**src/rtl/instr_fetch_unit_if.sv**
```systemverilog
`default_nettype none
// ============================================================================
// Module  : instr_fetch_unit_if
// Brief   : Instruction-memory and consumer handshake bundle for the fetch unit.
// Revision: 1.0
// ============================================================================
interface instr_fetch_unit_if #(
    parameter int XLEN = 32
);
    // Instruction memory side
    logic            imemReq;
    logic [XLEN-1:0] imemAddr;
    logic            imemValid;
    logic [31:0]     imemRdata;

    // Decoder / datapath side
    logic [31:0]     instr;
    logic [XLEN-1:0] instrPC;
    logic            instrValid;
    logic            instrReady;
    logic            pcSrc;
    logic [XLEN-1:0] pcTarget;

    // Status
    logic            fetchFault;
    logic [31:0]     fetchCount;

    // The fetch unit drives the bus
    modport master (
        output imemReq,
        output imemAddr,
        input  imemValid,
        input  imemRdata,
        output instr,
        output instrPC,
        output instrValid,
        input  instrReady,
        input  pcSrc,
        input  pcTarget,
        output fetchFault,
        output fetchCount
    );

    // Memory and core environment
    modport slave (
        input  imemReq,
        input  imemAddr,
        output imemValid,
        output imemRdata,
        input  instr,
        input  instrPC,
        input  instrValid,
        output instrReady,
        output pcSrc,
        output pcTarget,
        input  fetchFault,
        input  fetchCount
    );
endinterface
`default_nettype wire

```
**src/rtl/instr_fetch_unit.sv**
```systemverilog
`default_nettype none
// ============================================================================
// Module  : instr_fetch_unit
// Brief   : PC owner and single-outstanding instruction fetcher with a held
//           instruction handshake towards decode.
// Revision: 1.0
// ============================================================================
module instr_fetch_unit #(
    parameter int               XLEN      = 32,
    parameter logic [XLEN-1:0]  RESET_PC  = '0,
    parameter logic [31:0]      NOP_INSTR = 32'h0000_0013
) (
    input  wire logic                clk,
    input  wire logic                rstN,
    instr_fetch_unit_if.master       bus
);

    localparam logic [1:0] c_st_boot  = 2'd0;
    localparam logic [1:0] c_st_fetch = 2'd1;
    localparam logic [1:0] c_st_hold  = 2'd2;
    localparam logic [1:0] c_st_fault = 2'd3;

    localparam logic [XLEN-1:0] c_pc_step = XLEN'(4);

    logic [1:0]      r_state;
    logic [1:0]      w_state_next;

    logic            r_imem_req;
    logic [XLEN-1:0] r_imem_addr;
    logic [31:0]     r_instr;
    logic [XLEN-1:0] r_instr_pc;
    logic            r_instr_valid;
    logic            r_fetch_fault;
    logic [31:0]     r_fetch_count;

    logic            w_imem_req_n;
    logic [XLEN-1:0] w_imem_addr_n;
    logic [31:0]     w_instr_n;
    logic [XLEN-1:0] w_instr_pc_n;
    logic            w_instr_valid_n;
    logic            w_fetch_fault_n;
    logic [31:0]     w_fetch_count_n;

    logic [XLEN-1:0] w_next_pc;
    logic            w_misaligned;
    logic            w_resp;
    logic            w_retire;

    // Redirect choice is only meaningful in the retire cycle; elsewhere it is unused.
    assign w_next_pc    = bus.pcSrc ? bus.pcTarget : (r_instr_pc + c_pc_step);
    assign w_misaligned = |w_next_pc[1:0];
    assign w_resp       = (r_state == c_st_fetch) && bus.imemValid;
    assign w_retire     = (r_state == c_st_hold)  && bus.instrReady;

    // ------------------------------------------------------------------------
    // State register
    // ------------------------------------------------------------------------
    always_ff @(posedge clk or negedge rstN) begin
        if (!rstN) begin
            r_state <= c_st_boot;
        end else begin
            r_state <= w_state_next;
        end
    end

    // ------------------------------------------------------------------------
    // Next-state logic
    // ------------------------------------------------------------------------
    always_comb begin
        w_state_next = r_state;
        case (r_state)
            c_st_boot:  w_state_next = c_st_fetch;
            c_st_fetch: begin
                if (w_resp) begin
                    w_state_next = c_st_hold;
                end
            end
            c_st_hold: begin
                if (w_retire) begin
                    w_state_next = w_misaligned ? c_st_fault : c_st_fetch;
                end
            end
            c_st_fault: w_state_next = c_st_fault;
            default:    w_state_next = c_st_boot;
        endcase
    end

    // ------------------------------------------------------------------------
    // Output logic: next values of the registered outputs
    // ------------------------------------------------------------------------
    always_comb begin
        w_imem_req_n    = r_imem_req;
        w_imem_addr_n   = r_imem_addr;
        w_instr_n       = r_instr;
        w_instr_pc_n    = r_instr_pc;
        w_instr_valid_n = r_instr_valid;
        w_fetch_fault_n = r_fetch_fault;
        w_fetch_count_n = r_fetch_count;
        case (r_state)
            c_st_boot: begin
                w_imem_req_n  = 1'b1;
                w_imem_addr_n = RESET_PC;
            end
            c_st_fetch: begin
                if (w_resp) begin
                    w_instr_n       = bus.imemRdata;
                    w_instr_pc_n    = r_imem_addr;
                    w_instr_valid_n = 1'b1;
                    w_imem_req_n    = 1'b0;
                end
            end
            c_st_hold: begin
                if (w_retire) begin
                    w_fetch_count_n = r_fetch_count + 32'd1;
                    w_instr_valid_n = 1'b0;
                    w_instr_n       = NOP_INSTR;
                    if (w_misaligned) begin
                        w_fetch_fault_n = 1'b1;
                    end else begin
                        w_imem_addr_n = w_next_pc;
                        w_imem_req_n  = 1'b1;
                    end
                end
            end
            c_st_fault: begin
                w_imem_req_n    = 1'b0;
                w_instr_valid_n = 1'b0;
            end
            default: begin
                w_imem_req_n    = 1'b0;
                w_instr_valid_n = 1'b0;
            end
        endcase
    end

    // ------------------------------------------------------------------------
    // Registered outputs
    // ------------------------------------------------------------------------
    always_ff @(posedge clk or negedge rstN) begin
        if (!rstN) begin
            r_imem_req    <= 1'b0;
            r_imem_addr   <= RESET_PC;
            r_instr       <= NOP_INSTR;
            r_instr_pc    <= RESET_PC;
            r_instr_valid <= 1'b0;
            r_fetch_fault <= 1'b0;
            r_fetch_count <= '0;
        end else begin
            r_imem_req    <= w_imem_req_n;
            r_imem_addr   <= w_imem_addr_n;
            r_instr       <= w_instr_n;
            r_instr_pc    <= w_instr_pc_n;
            r_instr_valid <= w_instr_valid_n;
            r_fetch_fault <= w_fetch_fault_n;
            r_fetch_count <= w_fetch_count_n;
        end
    end

    assign bus.imemReq    = r_imem_req;
    assign bus.imemAddr   = r_imem_addr;
    assign bus.instr      = r_instr;
    assign bus.instrPC    = r_instr_pc;
    assign bus.instrValid = r_instr_valid;
    assign bus.fetchFault = r_fetch_fault;
    assign bus.fetchCount = r_fetch_count;

endmodule
`default_nettype wire

```
**src/flat_wrapper.sv**
```systemverilog
// flat-port wrapper written by rule: the top's interface ports become plain ports
module instr_fetch_unit_flat 
#(
    parameter int               XLEN      = 32,
    parameter logic [XLEN-1:0]  RESET_PC  = '0,
    parameter logic [31:0]      NOP_INSTR = 32'h0000_0013
)
  (clk, rstN, bus_imemReq, bus_imemAddr, bus_imemValid, bus_imemRdata, bus_instr, bus_instrPC, bus_instrValid, bus_instrReady, bus_pcSrc, bus_pcTarget, bus_fetchFault, bus_fetchCount);
  instr_fetch_unit_if #(.XLEN(XLEN)) bus_i ();
  input  wire logic clk;
  input  wire logic rstN;
  output wire logic [$bits(bus_i.imemReq)-1:0] bus_imemReq;
  output wire logic [$bits(bus_i.imemAddr)-1:0] bus_imemAddr;
  input wire logic [$bits(bus_i.imemValid)-1:0] bus_imemValid;
  input wire logic [$bits(bus_i.imemRdata)-1:0] bus_imemRdata;
  output wire logic [$bits(bus_i.instr)-1:0] bus_instr;
  output wire logic [$bits(bus_i.instrPC)-1:0] bus_instrPC;
  output wire logic [$bits(bus_i.instrValid)-1:0] bus_instrValid;
  input wire logic [$bits(bus_i.instrReady)-1:0] bus_instrReady;
  input wire logic [$bits(bus_i.pcSrc)-1:0] bus_pcSrc;
  input wire logic [$bits(bus_i.pcTarget)-1:0] bus_pcTarget;
  output wire logic [$bits(bus_i.fetchFault)-1:0] bus_fetchFault;
  output wire logic [$bits(bus_i.fetchCount)-1:0] bus_fetchCount;
  assign bus_imemReq = bus_i.imemReq;
  assign bus_imemAddr = bus_i.imemAddr;
  assign bus_i.imemValid = bus_imemValid;
  assign bus_i.imemRdata = bus_imemRdata;
  assign bus_instr = bus_i.instr;
  assign bus_instrPC = bus_i.instrPC;
  assign bus_instrValid = bus_i.instrValid;
  assign bus_i.instrReady = bus_instrReady;
  assign bus_i.pcSrc = bus_pcSrc;
  assign bus_i.pcTarget = bus_pcTarget;
  assign bus_fetchFault = bus_i.fetchFault;
  assign bus_fetchCount = bus_i.fetchCount;
  instr_fetch_unit #(.XLEN(XLEN), .RESET_PC(RESET_PC), .NOP_INSTR(NOP_INSTR)) u_core (.clk(clk), .rstN(rstN), .bus(bus_i));
endmodule
```
**config.mk**
```make
export PLATFORM = sky130hd
export DESIGN_NAME = instr_fetch_unit_flat
export DESIGN_NICKNAME = d
export VERILOG_FILES = /design/src/rtl/instr_fetch_unit_if.sv /design/src/rtl/instr_fetch_unit.sv /design/src/flat_wrapper.sv
export SDC_FILE = /design/constraint.sdc
export NUM_CORES = 1
export LEC_CHECK = 0
export BUFFER_PORTS_ARGS = -buffer_cell sky130_fd_sc_hd__clkbuf_2
export CAP_MARGIN = 40
export CORE_ASPECT_RATIO = 1.5
export CORE_MARGIN = 2
export CORE_UTILIZATION = 51
export DETAILED_ROUTE_END_ITERATION = 16
export PLACE_DENSITY = 0.86
export SETUP_SLACK_MARGIN = 0.15
export SYNTH_ARGS = -nofsm -noshare
export SYNTH_HDL_FRONTEND = slang
export SYNTH_SLANG_ARGS = --single-unit
```
**constraint.sdc**
```tcl
create_clock -name clk -period 2.19 [get_ports clk]
set_clock_uncertainty 0.15 [all_clocks]
set_input_delay 0.219 -clock clk [delete_from_list [all_inputs] [get_ports clk]]
set_output_delay 0.219 -clock clk [all_outputs]
set_load 0.02 [all_outputs]
```
==> results.yml, run 1 <==
synthesis:
  seq_area_frac_synth: 0.546
  synth_edf_count: 0
  synth_ff_type: "dfrtp_1"
  synth.area.top_cells: "dfrtp_1, nand2_1, a22o_1"
  yosysTopAreaCell: "dfrtp_1"
  ys_async_sr_fraction: 1.00
  synth_commonest_cells: "nand2_1, dfrtp_1, o21ai_0, a22o_1, nor2_1"
  yosys_warnings: 0
  syn_inst: 618
  syn-num-nets: 689
  synth.most_common_cell: "nand2_1"
  synth.avg_cell_area_um2: 9.88
  netlist_area_um2: 6100
  synth_seq_cells: 133
  ys_types: 49
  synth_top_area_frac: 0.533
flow_run:
  max_cap_violations: 0
die:
  die-area_um2: 12900
  die_width_um: 93.3
  rows: 48
  die_height_um: 138
  num_io_pins: 200
  initial_core_util: 0.527
  coreArea_um2: 11600
grt:
  grt_usage: 0.305
  grt_pass1_vias: 5908
  grt_pass1_wl_um: 30200
  antenna_found_initial: 0
  grt_max_degree: 43
  overflow: 0
worst_hold_path:
  hp-class: "in -> reg"
  hp-start: "bus_pcTarget[1]"
  hold_depth: 3
  min_to: "u_core.bus.fetchFault$_DFFE_PN0P_"
critical_path:
  crit_chain: "nand3_2, or3_1, buf_6, nor4_4, mux2i_1, nand2_1"
  arrival_ns: 2.12
  reg2reg_depth: 6
  worst_r2r_endpoint: "u_core.bus.imemAddr[29]$_DFFE_PN0P_"
  r2r_start: "u_core.bus.instrPC[9]$_DFFE_PN0P_"
  cp.required_ns: 2.34
  cpLargestDelayFamily: "simple AND/OR/NAND/NOR gates"
  cp-end-kind: "register"
  start_kind: "register"
  crit_path_max_fanout: 15
  cp_slowest_cell: "dfrtp_2"
  crit_buf_inv: 1
  reg2reg_slack_ns: 0.23
  max_stage_delay_ns: 0.42
  critPathKind: "reg -> reg"
placed_design:
  hpwlAfterDp_um: 12200
  routabilityCongestion: 0.860
  numPortBuffers: 199
routing:
  vias: 6019
  avgRoutedWirePerCell_um: 18.3
  firstDrtPassIters: 5
  first_iter_violations: 503
  postRouteAntennaNets: 0
  drt_wl_total_um: 19300
  vias_per_cell: 5.69
  drc_errors: 0
timing:
  period_share: 0.897
  tightest_slew_ns: 0.513
  fmax_mhz: 509
  slew_viol_final: 0
  setup_violations: 0
  rsz0062_at_grt: "yes"
  fin_crit_ns: 1.96
  finalHoldViolCount: 0
  slew_headroom: 0.658
  tns_ns: 0
clock_tree:
  cts.sinks: 133
  cts.clk_slew.worst_paths_ns: 0.06
  clockBufferDepth: 2
  numCtsBuffers: 17
  clockRootBuffer: "clkbuf_16"
  clkLatencyLatePin_ns: 0.43
  htree_levels: 4
  cts_tree: "done"
power_and_ir_drop:
  ir_drop_mv: 0.652
  p_total_mw: 7.65
  powerDensity_nw_per_um2: 882
  p_leak_nw: 4.40
layout:
  antennaDiodeCount: 0
  fin_nets: 966
  synthToLayoutAreaGrowth_pct: 42.0
  num-fill-cells: 769
  drive_above_1_share: 0.330
  multi_input_area_um2: 2660
  seq_area_um2: 3350
status:
  status: "complete, no violations"
-- sequential cells by signal (all words and copies together) (netlist names) --
register and cells:
u_core.bus.fetchCount 32, u_core.bus.imemAddr 32, u_core.bus.instrPC 32, u_core.bus.instr 32, u_core.r_state 2, u_core.bus.fetchFault 1
u_core.bus.imemReq 1, u_core.bus.instrValid 1
-- per-stage QoR --
stage                     hold WS, ns  area (um2)  std cells  worst slack [ns]  utilization
after floorplan                -0.227        6120        618             0.161            -
after global placement        0.00496        7350        956             0.224        0.634
after detailed placement      0.00592        7350        956             0.155        0.634
after CTS                      0.0218        8570       1049             0.154        0.739
after global routing           0.0551        8670       1057             0.129        0.748
final                          0.0332        8670       1057             0.226        0.748
-- per-layer routing --
layer,wire length (um),GRT usage
met5,0,0
met3,1350,0.0750
met1,7040,0.349
met4,773,0.145
met2,10100,0.532
-- what timing repair did --
item / 4_1_cts / 5_1_grt
hold buffers: 62 / 0
setup buffers: 0 / 8
gates resized for setup: 2 / 15
hold endpoints to repair: 147 / 0
setup endpoints to repair: 2 / 27
gates cloned: 0 / 0
-- cell usage in the layout, fill, tap and decap left out, types with 4 or more instances in the layout --
cell type	n
xor2_1	23
or3_1	4
nand2b_1	4
inv_1	6
nand4_1	17
inv_6	4
nor3b_1	4
nor4_1	7
dfrtp_1	119
and2_1	6
nor3_1	13
o21ai_0	37
buf_4	27
clkbuf_2	198
nand2_1	147
nor2_1	25
nand3_1	17
o31ai_1	5
clkinvlp_4	6
and3_1	12
a31o_2	5
a32oi_1	7
xnor2_1	23
a22o_1	32
dlygate4sd3_1	62
o21ai_1	7
dfrtp_2	11
clkbuf_16	17
a21oi_1	9
-- worst max path at each step --
stage	start	endpoint	cells past startpoint	slack (ns)
floorplan	u_core.bus.instrPC[16]$_DFFE_PN0P_	u_core.bus.imemAddr[30]$_DFFE_PN0P_	7	0.16
global placement	u_core.bus.fetchCount[0]$_DFFE_PN0P_	u_core.bus.fetchCount[18]$_DFFE_PN0P_	6	0.22
detailed placement	u_core.r_state[0]$_DFFE_PN0N_	u_core.bus.imemAddr[15]$_DFFE_PN0P_	6	0.15
CTS	u_core.bus.fetchCount[0]$_DFFE_PN0P_	u_core.bus.fetchCount[26]$_DFFE_PN0P_	7	0.15
global route	u_core.bus.instrPC[9]$_DFFE_PN0P_	u_core.bus.imemAddr[25]$_DFFE_PN0P_	6	0.13
finish	u_core.bus.instrPC[9]$_DFFE_PN0P_	u_core.bus.imemAddr[29]$_DFFE_PN0P_	6	0.23
-- power by group --
| part | total, mW | switching [mW] | leakage, nW | internal (mW) |
|---|---|---|---|---|
| Combinational | 1.62 | 0.963 | 2.36 | 0.660 |
| Sequential | 3.17 | 0.327 | 1.77 | 2.85 |
| Clock | 2.85 | 1.14 | 0.268 | 1.71 |
-- worst reg2reg max path, stage by stage (launching register included) --
cell and delay, ns:
dfrtp_2 0.42, nand3_2 0.14, or3_1 0.40, buf_6 0.17, nor4_4 0.29, mux2i_1 0.20, nand2_1 0.07
-- kinds of logic (layout without fill, tap and decap cells) --
logic type / after synthesis / count (layout) / synth area share
AOI/OAI and AO/OA: 115 / 115 / 0.130
xor gates and xnor gates: 46 / 46 / 0.0660
adders and majority gates: 2 / 2 / 0.00410
buffers and inverters: 39 / 328 / 0.0275
DFF: 133 / 133 / 0.546
muxes: 3 / 3 / 0.00492
and+or+nand+nor: 280 / 280 / 0.221
-- final cells by class --
class,count,share of cell area
Sequential cell,133,0.386
Multi-Input combinational cell,446,0.306
Inverter,6,0.00260
Clock inverter,13,0.0172
Timing Repair Buffer,291,0.216
Tap cell,150,0.0217
Clock buffer,18,0.0507
No activity file was read; power rests on OpenSTA's default activity.
==> run 2, diff against run 1 <==
--- a/config.mk
+++ b/config.mk
@@ -11,4 +11,5 @@
 export CORE_MARGIN = 2
 export CORE_UTILIZATION = 51
+export CTS_CLUSTER_DIAMETER = 200
 export DETAILED_ROUTE_END_ITERATION = 16
 export PLACE_DENSITY = 0.86
==> constraint.sdc (replaced) <==
create_clock -name clk -period 2.19 [get_ports clk]
set_clock_uncertainty 0.15 [all_clocks]
set_input_delay 0.1095 -clock clk [delete_from_list [all_inputs] [get_ports clk]]
set_output_delay 0.1095 -clock clk [all_outputs]
set_load 0.02 [all_outputs]
==> results.yml, run 2 (synthesized netlist as in run 1, its figures left out) <==
die:
  die_width_um: 93.3
  die-area_um2: 12900
  initial_core_util: 0.527
  coreArea_um2: 11600
  num_io_pins: 200
  rows: 48
  die_height_um: 138
timing:
  slew_headroom: 0.525
  tightest_slew_ns: 0.705
  rsz0062_at_grt: "yes"
  fmax_mhz: 493
  whs_ns: 0.107
  tns_ns: 0
  setup_violations: 0
  slew_viol_final: 0
  finalHoldViolCount: 0
  fin_crit_ns: 2.03
  period_share: 0.927
  worst_slack_ns: 0.161
layout:
  final_common_cell: "clkbuf_2"
  final_cells: 1064
  multi_input_area_um2: 2670
  fin_nets: 971
  fin_util: 0.754
  final_cell_mix: "clkbuf_2, nand2_1, dfrtp_1, dlygate4sd3_1, o21ai_0"
  seq_area_um2: 3340
  num-fill-cells: 783
  synthToLayoutAreaGrowth_pct: 43.2
  postLayoutCellArea_um2: 8740
  drive_above_1_share: 0.327
grt:
  grt_pass1_wl_um: 30200
  grt_pass1_vias: 6021
  grt_max_degree: 67
  overflow: 0
  antenna_found_initial: 1
  grt_usage: 0.305
critical_path:
  reg2reg_slack_ns: 0.16
  r2r_start: "u_core.bus.instrPC[9]$_DFFE_PN0P_"
  crit_chain: "nand3_4, or3_1, buf_6, nor4_2, nor3_2, o21ai_0"
  critPathKind: "reg -> reg"
  cp.required_ns: 2.36
  reg2reg_depth: 6
  cp-end-kind: "register"
  max_stage_delay_ns: 0.43
  worst_r2r_endpoint: "u_core.bus.imemAddr[19]$_DFFE_PN0P_"
  cp_slowest_cell: "dfrtp_2"
  arrival_ns: 2.20
  crit_path_max_fanout: 15
  start_kind: "register"
placed_design:
  dp_cells: 956
  hpwlAfterDp_um: 12200
  dpl_cell_area_um2: 7360
  numPortBuffers: 199
  routabilityCongestion: 0.784
  post-place-ws_ns: 0.173
routing:
  firstDrtPassIters: 5
  first_iter_violations: 667
  vias: 6099
  vias_per_cell: 5.73
  avgRoutedWirePerCell_um: 18.4
  drc_errors: 0
  drt_wl_total_um: 19600
  postRouteAntennaNets: 0
power_and_ir_drop:
  ir_drop_mv: 0.574
  p_total_mw: 7.61
  powerDensity_nw_per_um2: 871
  p_leak_nw: 4.43
clock_tree:
  clockBufferDepth: 2
  htree_levels: 4
  clockRootBuffer: "clkbuf_16"
  cts.sinks: 133
  cts.clk_slew.worst_paths_ns: 0.07
  numCtsBuffers: 17
  cts_tree: "done"
  clkLatencyLatePin_ns: 0.42
status:
  status: "complete, no violations"
worst_hold_path:
  hp-class: "in -> async"
flow_run:
  max_cap_violations: 0
## run 2: cell count changes in the layout (fill, tap and decap cells not counted), moves of 2 or more
cell / previous run / this run
clkinvlp_4: 6 / 4
dlygate4sd3_1: 62 / 68
nor4_2: 1 / 3
clkinv_2: 0 / 2
nor4_1: 7 / 5
## run 2: worst max-delay path by stage
stage / depth (start not counted) / from / to / slack, ns
after floorplan: 7 / u_core.bus.instrPC[16]$_DFFE_PN0P_ / u_core.bus.imemAddr[30]$_DFFE_PN0P_ / 0.16
after global placement: 6 / u_core.bus.fetchCount[0]$_DFFE_PN0P_ / u_core.bus.fetchCount[18]$_DFFE_PN0P_ / 0.24
after detailed placement: 6 / u_core.bus.fetchCount[0]$_DFFE_PN0P_ / u_core.bus.fetchCount[18]$_DFFE_PN0P_ / 0.17
after CTS: 6 / u_core.bus.fetchCount[0]$_DFFE_PN0P_ / u_core.bus.fetchCount[18]$_DFFE_PN0P_ / 0.16
final: 6 / u_core.bus.instrPC[9]$_DFFE_PN0P_ / u_core.bus.imemAddr[19]$_DFFE_PN0P_ / 0.16
after global routing: 5 / u_core.bus.instrPC[22]$_DFFE_PN0P_ / u_core.bus.imemAddr[31]$_DFFE_PN0P_ / 0.07
## run 2: layer usage
| layer | up-vias | GRT usage | routed length (um) |
|---|---|---|---|
| met2 | 336 | 0.510 | 10000 |
| met4 | 0 | 0.180 | 1020 |
| li1 | 2724 | - | - |
| met1 | 2933 | 0.350 | 6930 |
| met5 | - | 0 | 0 |
| met3 | 106 | 0.0799 | 1610 |
## run 2: cell type report
type | instances | share of cell area
Sequential cell | 133 | 0.383
Multi-Input combinational cell | 446 | 0.306
Timing Repair Buffer | 296 | 0.221
Clock buffer | 18 | 0.0491
Tap cell | 150 | 0.0215
Clock inverter | 14 | 0.0175
Inverter | 6 | 0.00258
Antenna cell | 1 | 0.000286
## run 2: worst max-delay path, delay by kind of cell (launching register included)
family | cells | cell delay, ns
buffers and inverters | 1 | 0.18
AND/OR/NAND/NOR | 4 | 0.93
flip-flops | 1 | 0.43
AO/OA/AOI/OAI | 1 | 0.23
## run 2: what timing repair did
item,in CTS,in global routing
setup buffers,0,7
hold buffers,68,0
hold endpoints to repair,130,0
setup endpoints to repair,0,28
resized for setup,0,17
## run 2: where the power goes
group | total (mW) | switching, mW | internal [mW] | leakage, nW
registers | 3.17 | 0.320 | 2.85 | 1.77
logic | 1.62 | 0.959 | 0.658 | 2.38
clock network | 2.83 | 1.14 | 1.69 | 0.274
==> run 3, diff against run 2 <==
CORE_UTILIZATION = 30   (was 51)
PLACE_DENSITY = 0.58   (was 0.86)
TNS_END_PERCENT = 10   (was not set)
clock period = 2.3 ns   (was 2.19 ns; I/O delays follow)
==> results.yml, run 3 (synthesized netlist as in run 1, its figures left out) <==
status:
  status: "complete, no violations"
layout:
  seq_area_um2: 3330
  drive_above_1_share: 0.313
  fin_util: 0.444
  multi_input_area_um2: 2630
  num-fill-cells: 1963
  antennaDiodeCount: 0
  synthToLayoutAreaGrowth_pct: 44.5
  final_common_cell: "clkbuf_2"
  fin_nets: 971
  final_cell_mix: "clkbuf_2, nand2_1, dfrtp_1, dlygate4sd3_1, o21ai_0"
flow_run:
  max_cap_violations: 0
routing:
  drt_wl_total_um: 19800
  postRouteAntennaNets: 0
  vias: 5793
  avgRoutedWirePerCell_um: 16.9
  drc_errors: 0
  first_iter_violations: 260
  firstDrtPassIters: 4
  vias_per_cell: 4.94
power_and_ir_drop:
  clkPwrFrac: 0.383
  p_int_mw: 4.94
  combPwrFrac: 0.205
  ir_drop_mv: 0.430
  p_leak_nw: 4.44
  power.net_switching_mw: 2.30
  switching_share: 0.318
  p_total_mw: 7.25
  power_frac_seq: 0.411
  powerDensity_nw_per_um2: 821
grt:
  grt_max_degree: 61
  antenna_found_initial: 0
  grt_usage: 0.187
  overflow: 0
  grt_pass1_vias: 5843
  grt_pass1_wl_um: 31200
timing:
  whs_ns: 0.00737
  slew_viol_final: 0
  period_share: 0.893
  rsz0062_at_grt: "yes"
  slew_headroom: 0.422
  fin_crit_ns: 2.05
  finalHoldViolCount: 0
  fmax_mhz: 487
  tightest_slew_ns: 0.867
  setup_violations: 0
  tns_ns: 0
  worst_slack_ns: 0.245
critical_path:
  start_kind: "register"
  cpLargestDelayFamily: "simple AND/OR/NAND/NOR gates"
  crit_buf_inv: 0
  critPathKind: "reg -> reg"
  crit_chain: "ha_1, nand3_1, nor4_2, mux2i_1, nand2_1"
  crit_path_max_fanout: 7
  arrival_ns: 2.21
  max_stage_delay_ns: 0.47
  cp_slowest_cell: "dfrtp_1"
  cp-end-kind: "register"
  cp.required_ns: 2.45
clock_tree:
  numCtsBuffers: 17
  cts.clk_slew.worst_paths_ns: 0.07
  cts_tree: "done"
  clockBufferDepth: 2
  cts.sinks: 133
  clockRootBuffer: "clkbuf_16"
  cts_setup_buffers: 0
  clkLatencyLatePin_ns: 0.42
  htree_levels: 4
die:
  initial_core_util: 0.307
  die-area_um2: 21500
  die_height_um: 179
  rows: 63
  num_io_pins: 200
  die_width_um: 120
  coreArea_um2: 19900
worst_hold_path:
  hp-class: "in -> async"
placed_design:
  numPortBuffers: 199
  post-place-ws_ns: 0.120
  hpwlAfterDp_um: 13500
  routabilityCongestion: 0.790
run 3: cell count changes in the layout (fill, tap and decap cells not counted), sizes merged:
cell and change:
buf +1, inv +2, dlygate4sd3 -1, clkbuf -1
diode -1, clkinvlp -1
run 3: path summary, 6_finish.rpt:
| check | slack, ns | end | start | cells past startpoint |
|---|---|---|---|---|
| setup / recovery | 0.25 | u_core.bus.imemAddr[30]$_DFFE_PN0P_ | u_core.bus.instrPC[2]$_DFFE_PN0P_ | 5 |
| hold / removal | 0.007 | u_core.bus.fetchCount[20]$_DFFE_PN0P_ | rstN | 2 |
| setup reg to reg | 0.25 | u_core.bus.imemAddr[30]$_DFFE_PN0P_ | u_core.bus.instrPC[2]$_DFFE_PN0P_ | 5 |
| hold reg to reg | 0.32 | u_core.bus.fetchCount[31]$_DFFE_PN0P_ | u_core.bus.fetchCount[31]$_DFFE_PN0P_ | 1 |
| max in group asynchronous | 1.34 | u_core.bus.fetchCount[0]$_DFFE_PN0P_ | rstN | 3 |
| min in group clk | 0.04 | u_core.bus.fetchFault$_DFFE_PN0P_ | bus_pcSrc | 3 |
run 3: metal layers:
layer | vias up | wire length, um | GRT usage | part of all wire
met5 | - | 0 | 0 | 0
met4 | 0 | 453 | 0.0669 | 0.023
met3 | 32 | 1140 | 0.0398 | 0.057
met2 | 212 | 10500 | 0.339 | 0.53
met1 | 2807 | 7720 | 0.215 | 0.39
li1 | 2742 | - | - | -
run 3: stage by stage:
step	cells	area, um2
2_1_floorplan	618	6100
3_3_place_gp	1073	7540
3_5_place_dp	1074	7550
4_1_cts	1173	8820
5_1_grt	1173	8820
6_report	1173	8820
run 3: timing repair:
action                                  4_1_cts  5_1_grt
gates resized for setup                       1        1
hold endpoints to repair                    200        0
endpoints found under the setup margin        6       11
hold buffers                                 67        0
run 3: power by group through the flow:
stage / registers [mW] / clock network, mW / logic [mW]
2_1_floorplan: 3.42 / 0 / 0.353
3_3_place_gp: 3.01 / 0 / 1.40
3_5_place_dp: 3.02 / 0 / 1.41
4_1_cts: 2.98 / 2.83 / 1.50
5_1_grt: 3.03 / 2.94 / 1.61
6_report: 2.98 / 2.78 / 1.49
run 3: cell type report:
type,count,area share
flip-flops and latches,133,0.378
multi-input cells,446,0.298
inverters,6,0.00255
repair buffers,296,0.218
clock inverters,15,0.0191
clock buffers,17,0.0482
well taps,260,0.0369
run 3: worst register-to-register path, delay by kind of cell (launching register included):
| kind | cells | cell delay [ns] |
|---|---|---|
| adders and majority gates | 1 | 0.28 |
| DFF | 1 | 0.47 |
| muxes | 1 | 0.23 |
| and+or+nand+nor | 3 | 0.83 |
